### config.mk
export PLATFORM = sky130hd
export DESIGN_NAME = writeback_queue
export DESIGN_NICKNAME = d
export VERILOG_FILES = /design/src/rtl/writeback_queue.sv
export SDC_FILE = /design/constraint.sdc
export NUM_CORES = 1
export LEC_CHECK = 0
export BUFFER_PORTS_ARGS = -buffer_cell sky130_fd_sc_hd__buf_4
export CORE_MARGIN = 3
export CORE_UTILIZATION = 64
export CTS_CLUSTER_SIZE = 8
export DETAILED_ROUTE_END_ITERATION = 10
export GPL_ROUTABILITY_DRIVEN = 0
export PLACE_DENSITY = 0.9
export SETUP_SLACK_MARGIN = 0.1
export SLEW_MARGIN = 0
export SYNTH_ARGS = -nofsm -noshare
export SYNTH_HDL_FRONTEND = slang
export SYNTH_SLANG_ARGS = --single-unit
### constraint.sdc
create_clock -name clk -period 7.6 [get_ports clk]
set_input_delay 0.76 -clock clk [delete_from_list [all_inputs] [get_ports clk]]
set_output_delay 0.76 -clock clk [all_outputs]
set_load 0.01 [all_outputs]
### src/rtl/writeback_queue.sv
// rtl/writeback_queue.sv - Writeback FIFO merging ALU and load results into one register-file write port
// Forward lookup covers queued entries plus the output register, youngest match wins.
module writeback_queue #(
  parameter int DEPTH = 4
) (
  input  logic        clk,
  input  logic        rst,
  input  logic        alu_valid,
  input  logic [4:0]  alu_reg,
  input  logic [31:0] alu_data,
  input  logic        mem_valid,
  input  logic [4:0]  mem_reg,
  input  logic [31:0] mem_data,
  output logic        in_ready,
  output logic        EnableWrite,
  output logic [4:0]  write_reg,
  output logic [31:0] write_data,
  input  logic [4:0]  read_reg1,
  input  logic [4:0]  read_reg2,
  output logic        fwd1_hit,
  output logic [31:0] fwd1_data,
  output logic        fwd2_hit,
  output logic [31:0] fwd2_data,
  output logic [2:0]  pending,
  output logic        overflow
);

  localparam int PW = $clog2(DEPTH);
  localparam int CW = PW + 1;

  logic [4:0]    q_reg  [DEPTH];
  logic [31:0]   q_data [DEPTH];
  logic [PW-1:0] head;
  logic [PW-1:0] tail;
  logic [CW-1:0] count;

  logic          mem_en;
  logic          alu_en;
  logic          pop;
  logic [CW-1:0] n_enq;
  logic [PW-1:0] alu_slot;

  assign in_ready = (count <= CW'(DEPTH - 2));
  assign pending  = 3'(count);
  assign mem_en   = in_ready && mem_valid && (mem_reg != 5'd0);
  assign alu_en   = in_ready && alu_valid && (alu_reg != 5'd0);
  assign pop      = (count != '0);
  assign n_enq    = CW'(mem_en) + CW'(alu_en);
  // The load is the older instruction, so it takes the first free slot.
  assign alu_slot = mem_en ? tail + PW'(1) : tail;

  always_ff @(posedge clk) begin
    if (mem_en) begin
      q_reg[tail]  <= mem_reg;
      q_data[tail] <= mem_data;
    end
    if (alu_en) begin
      q_reg[alu_slot]  <= alu_reg;
      q_data[alu_slot] <= alu_data;
    end
  end

  always_ff @(posedge clk or posedge rst) begin
    if (rst) begin
      head        <= '0;
      tail        <= '0;
      count       <= '0;
      EnableWrite <= 1'b0;
      write_reg   <= 5'd0;
      write_data  <= 32'd0;
      overflow    <= 1'b0;
    end else begin
      // Pop uses pre-edge count, so an entry written this edge waits one cycle.
      if (pop) begin
        write_reg  <= q_reg[head];
        write_data <= q_data[head];
        head       <= head + PW'(1);
      end
      EnableWrite <= pop;
      tail        <= tail + PW'(n_enq);
      count       <= count + n_enq - CW'(pop);
      if (!in_ready && (alu_valid || mem_valid)) begin
        overflow <= 1'b1;
      end
    end
  end

  always_comb begin
    logic [PW-1:0] idx;
    idx       = head;
    fwd1_hit  = 1'b0;
    fwd1_data = 32'd0;
    fwd2_hit  = 1'b0;
    fwd2_data = 32'd0;
    if (EnableWrite && write_reg == read_reg1) begin
      fwd1_hit  = 1'b1;
      fwd1_data = write_data;
    end
    if (EnableWrite && write_reg == read_reg2) begin
      fwd2_hit  = 1'b1;
      fwd2_data = write_data;
    end
    // Walk oldest to youngest so later matches override earlier ones.
    for (int i = 0; i < DEPTH; i++) begin
      idx = head + PW'(i);
      if (CW'(i) < count) begin
        if (q_reg[idx] == read_reg1) begin
          fwd1_hit  = 1'b1;
          fwd1_data = q_data[idx];
        end
        if (q_reg[idx] == read_reg2) begin
          fwd2_hit  = 1'b1;
          fwd2_data = q_data[idx];
        end
      end
    end
    if (read_reg1 == 5'd0) begin
      fwd1_hit  = 1'b0;
      fwd1_data = 32'd0;
    end
    if (read_reg2 == 5'd0) begin
      fwd2_hit  = 1'b0;
      fwd2_data = 32'd0;
    end
  end

endmodule

## Yosys cells after proc, flatten, opt, wreduce, memory -nomap -nowiden

Memory sizes are Yosys's and may differ from the RTL's.
Index checks and enable logic that the tools add are counted.

| storage, ports and cells | value |
|---|---|
| bits in registers | 46 |
| bits in writable memories | 148 |
| bits of input ports | 88 |
| output and inout port bits | 109 |
| word-level logic and storage cells | 91 |
| memories kept | 2 |

Memories:

| name | depth | bits a word | rd ports | clocked after Yosys merged registers in | wr ports | RTL line | source |
|---|---|---|---|---|---|---|---|
| q_data | 4 | 32 | 4 | 0 | 2 | 32 | `logic [31:0] q_data [DEPTH];` |
| q_reg | 4 | 5 | 4 | 0 | 2 | 31 | `logic [4:0] q_reg [DEPTH];` |

| cells by class | value |
|---|---|
| $add $sub $neg | 8 |
| $lt $le $gt $ge | 5 |
| equal/unequal tests | 10 |
| mux-type cells | 45 |
| reductions and logical operators | 14 |

Operator list:

| cell | number |
|---|---|
| $mux 32 | 20 |
| $eq 5x5->1 | 10 |
| $mux 1 | 24 |
| $logic_not 5->1 | 2 |
| $reduce_bool 5->1 | 2 |
| $logic_and 1x1->1 | 7 |
| $lt 1x3->1 const A | 2 |
| $lt 2x3->1 const A | 2 |
| $add 2x1->2 const B | 2 |
| $add 2x2->2 const B | 2 |
| $add 3x2->3 | 1 |
| $le 3x2->1 const B | 1 |
| $reduce_bool 3->1 | 1 |
| $sub 3x1->3 | 1 |
| $add 1x1->2 | 1 |
| $add 2x2->2 | 1 |
| $mux 2 | 1 |
| $logic_not 1->1 | 1 |
| $logic_or 1x1->1 | 1 |

## Logic depth before layout (Yosys ltp)

| logic depth | value |
|---|---|
| word-level depth | 12 |
| depth in mapped cells | 13 |
| gate-level depth less buffers | 10 |

## Least setup slack after synthesis

Ideal clock, no wire load.

| timing path | value |
|---|---|
| path kind | input-to-output |
| start | in read_reg1[4] |
| end | out fwd1_data[20] |
| data arrival time | 2.858 ns |
| required time | 6.840 ns |
| setup slack | 3.982 ns |
| cell stages on the path | 7 |
| path buffers | 2 |
| cell sequence | clkbuf_1 > xnor2_1 > or3_1 > a2111oi_4 > buf_6 > mux2_2 > o211ai_1 |

| between the ends | value |
|---|---|
| cells in the longest elaborated chain, start to end | 12 |
| elaborated cells between the ends (all ways) | 17 |
| classes of those cells | eq/ne (5); mux (10); reduce/logical (2) |

Ends and longest elaborated chain:

| element | RTL line | source |
|---|---|---|
| start, declared | 18 | `input logic [4:0] read_reg1,` |
| $eq 5x5->1 | 95 | `if (EnableWrite && write_reg == read_reg1) begin` |
| $logic_and 1x1->1 | 95 |  |
| $mux 32 | 95 |  |
| $mux 32 | 107 | `if (q_reg[idx] == read_reg1) begin` |
| $mux 32 | 106 | `if (CW'(i) < count) begin` |
| $mux 32 | 107 |  |
| $mux 32 | 106 |  |
| $mux 32 | 107 |  |
| $mux 32 | 106 |  |
| $mux 32 | 107 |  |
| $mux 32 | 106 |  |
| $mux 32 * | 117 | `if (read_reg1 == 5'd0) begin` |
| end, declared | 21 | `output logic [31:0] fwd1_data,` |

Mark *: on every way between the ends. The rest lies on a longest branch, timed or not.

## Worst setup path in the final report

| timing path | value |
|---|---|
| start | reg count[2] (netlist: pending[2]) |
| end | out fwd2_data[2] |

| between the ends | value |
|---|---|
| cells in the longest elaborated chain, start to end | 9 |
| elaborated cells between the ends (all ways) | 12 |
| classes of those cells | order compare (4); mux (8) |

Ends and longest elaborated chain:

| element | RTL line | source |
|---|---|---|
| start, declared | 35 | `logic [CW-1:0] count;` |
| start signal, assigned | 81 | `count <= count + n_enq - CW'(pop);` |
| $lt 1x3->1 | 106 |  |
| $mux 32 | 106 |  |
| $mux 32 | 111 | `if (q_reg[idx] == read_reg2) begin` |
| $mux 32 | 106 |  |
| $mux 32 | 111 |  |
| $mux 32 | 106 |  |
| $mux 32 | 111 |  |
| $mux 32 * | 106 |  |
| $mux 32 * | 121 | `if (read_reg2 == 5'd0) begin` |
| end, declared | 23 | `output logic [31:0] fwd2_data,` |

Marks and branches as above.

==> flow_summary.ini <==
[outcome]
status = finished, final reports clean

[cts]
tritoncts = yes
post_cts_resized = 0
clk_latency_ps = 460
htreeDepth = 4
cts_root_buffer = clkbuf_16
cts_buffers = 17
clock_path_buffers = 2
path_clk_slew_ps = 80
ctsHoldBuffers = 0
cts_setup_buffers = 0
cts.sinks = 194

[placed_design]
hpwl_um = 28800
port_buffers = 196
placed_cell_area_um2 = 16200

[logic_synthesis]
synthDistinctLibCells = 61
synth_common_cells = nand2_1, mux2_2, edfxtp_1, a21oi_1, nor2_1
synth.most_common_cell = nand2_1
synth_top_area_cell = edfxtp_1
ys_ff_latch = 194
synthCells = 1403
syn_area_um2 = 14700
ys_async_sr_fraction_pct = 23.7
synth_flop_cell = edfxtp_1
synth.area.top_cells = edfxtp_1, mux2_2, mux4_2, dfrtp_1, nand2_1
syn_area_per_cell_um2 = 10.5
synth_edf_count = 148
synth_seq_area_share_pct = 37.9
syn_nets = 1501
yosys_warnings = 0
synth_top_area_share_pct = 30.1

[grt]
grt_pass1_vias = 12900
overflow = 0
track_usage_pct = 36.6
grt_first_pass_wirelength_um = 70600
antenna_found_initial = 2
grt_max_degree = 89

[sta]
clock.fmax_mhz = 171
slew_violations = 0
period_share_pct = 77.0
tns_ps = 0
slew_headroom_pct = 18.7
fin_crit_ps = 5850
skew_ps = 15.7
finalHoldViolCount = 0
rsz0062_at_grt = false
max_slew.worst_pin.slew_ps = 1220
setup_viol = 0

[floorplanning]
die_w_um = 158
row_count = 54
io_pins = 197
initial_core_util_pct = 66.3
die_h_um = 158
core_um2 = 22200
die_area_um2 = 24900

[finish]
layout-drive-gt1-share_pct = 33.7
nets = 1615
areaGrowthSynthToFinish_pct = 14.1
largest_reg_flops = 128
antenna_cells = 0
fin_area_um2 = 16800

[detailed_routing]
dr.pass1.iters = 6
remaining_drc_errors = 0
post_drt_wl_per_cell_um = 25.2
routed_wl_um = 45600
wl_met3_um = 5980
vias_per_cell = 7.18
met1_length_um = 15600
antenna_left = 0
first_iter_violations = 1755
wl_met2_um = 21200
vias = 13000
routed.top_layer = met5

[hold_path]
hp-class = register to register
min_path_cells = 1
min-delay-start = overflow
whs_endpoint = overflow

[power_and_ir_drop]
powerDensity_nw_per_um2 = 412
p_leak_nw = 6.33
vdd_ir_drop_max_uv = 275

[worst_setup_path]
reg2reg_depth = 10
worstReg2RegStart = pending[2]
critPathLaunchType = register
critical_path_arrival_ps = 5090
r2r-end = pending[2]
cp-end-kind = output port
worstPathMaxFanout = 49
crit_type = register to output port
cp_data_required_time_ps = 6840
reg2reg_slack_ps = 3890

[run]
drv_cap = 0
## power breakdown
group          total [mW]  switching, mW  internal (mW)
Sequential           1.94          0.398           1.54
Combinational        4.08           2.32           1.77
Clock               0.912          0.469          0.444
Total                6.94           3.18           3.75
## through the flow
| stage | cells | worst slack (ps) | hold slack (ps) | power [mW] | utilization (%) |
|---|---|---|---|---|---|
| 2_1_floorplan | 1403 | 3980 | 513 | 4.61 | - |
| 3_3_place_gp | 1778 | 2560 | 462 | 5.74 | 73.0 |
| 3_5_place_dp | 1778 | 2440 | 470 | 5.90 | 73.0 |
| 4_1_cts | 1810 | 1970 | 492 | 6.84 | 75.7 |
| 5_1_grt | 1810 | 1610 | 511 | 7.30 | 75.7 |
| 6_report | 1810 | 1750 | 490 | 6.94 | 75.7 |
## cells in the final DEF, fill, tap and decap left out, types with 26 or more instances in the layout
cell type	instances
xor2_1	27
buf_4	219
mux2i_1	69
o31ai_1	26
mux4_2	60
edfxtp_1	148
a21oi_1	80
nand2_1	215
nor2_1	72
o21ai_0	46
dfrtp_1	44
mux2_2	181
xnor2_1	29
a22oi_1	47
## layout make-up
cell class                 instances  area [um^2]
clock inverter                    14          161
fill                            1397         5400
clock buffer                      18          429
sequential                       194         5600
tap                              280          350
timing repair buffer             219         1640
inverter                          12         45.0
multi-input combinational       1073         8590
## worst max-delay path: stages, from the launching register on
cell      delay [ps]
dfrtp_1          450
or2_2            370
nor2_4           850
inv_1            160
o31ai_1          150
nor4_2            80
o21ai_1          540
and2_1           850
a221oi_1         160
o311ai_0         770
buf_4            240
## per-layer routing
| layer | vias up | track usage (%) |
|---|---|---|
| li1 | 5515 | - |
| met1 | 6135 | 45.8 |
| met2 | 1095 | 58.0 |
| met3 | 250 | 9.95 |
| met4 | 4 | 20.0 |
| met5 | - | 0 |
## logic make-up (layout without fill, tap and decap cells)
| family | Yosys count | count (layout) | synth area share (%) |
|---|---|---|---|
| AOI/OAI and AO/OA | 305 | 305 | 13.8 |
| xor gates and xnor gates | 56 | 56 | 3.33 |
| adders and majority gates | 10 | 10 | 0.899 |
| buffers and inverters | 136 | 263 | 4.39 |
| DFF | 194 | 194 | 37.9 |
| muxes | 311 | 311 | 27.8 |
| and+or+nand+nor | 391 | 391 | 11.8 |
## worst max path at each step
stage	from	end	slack, ps	cells past startpoint
after floorplan	read_reg1[4]	fwd1_data[20]	3980	7
after global placement	pending[2]	fwd2_data[27]	2560	11
after detailed placement	pending[2]	fwd2_data[2]	2440	10
after CTS	pending[2]	fwd2_data[27]	1970	11
after global routing	pending[2]	fwd2_data[27]	1610	11
final	pending[2]	fwd2_data[2]	1750	10
Power figures use the tool's default switching activity.
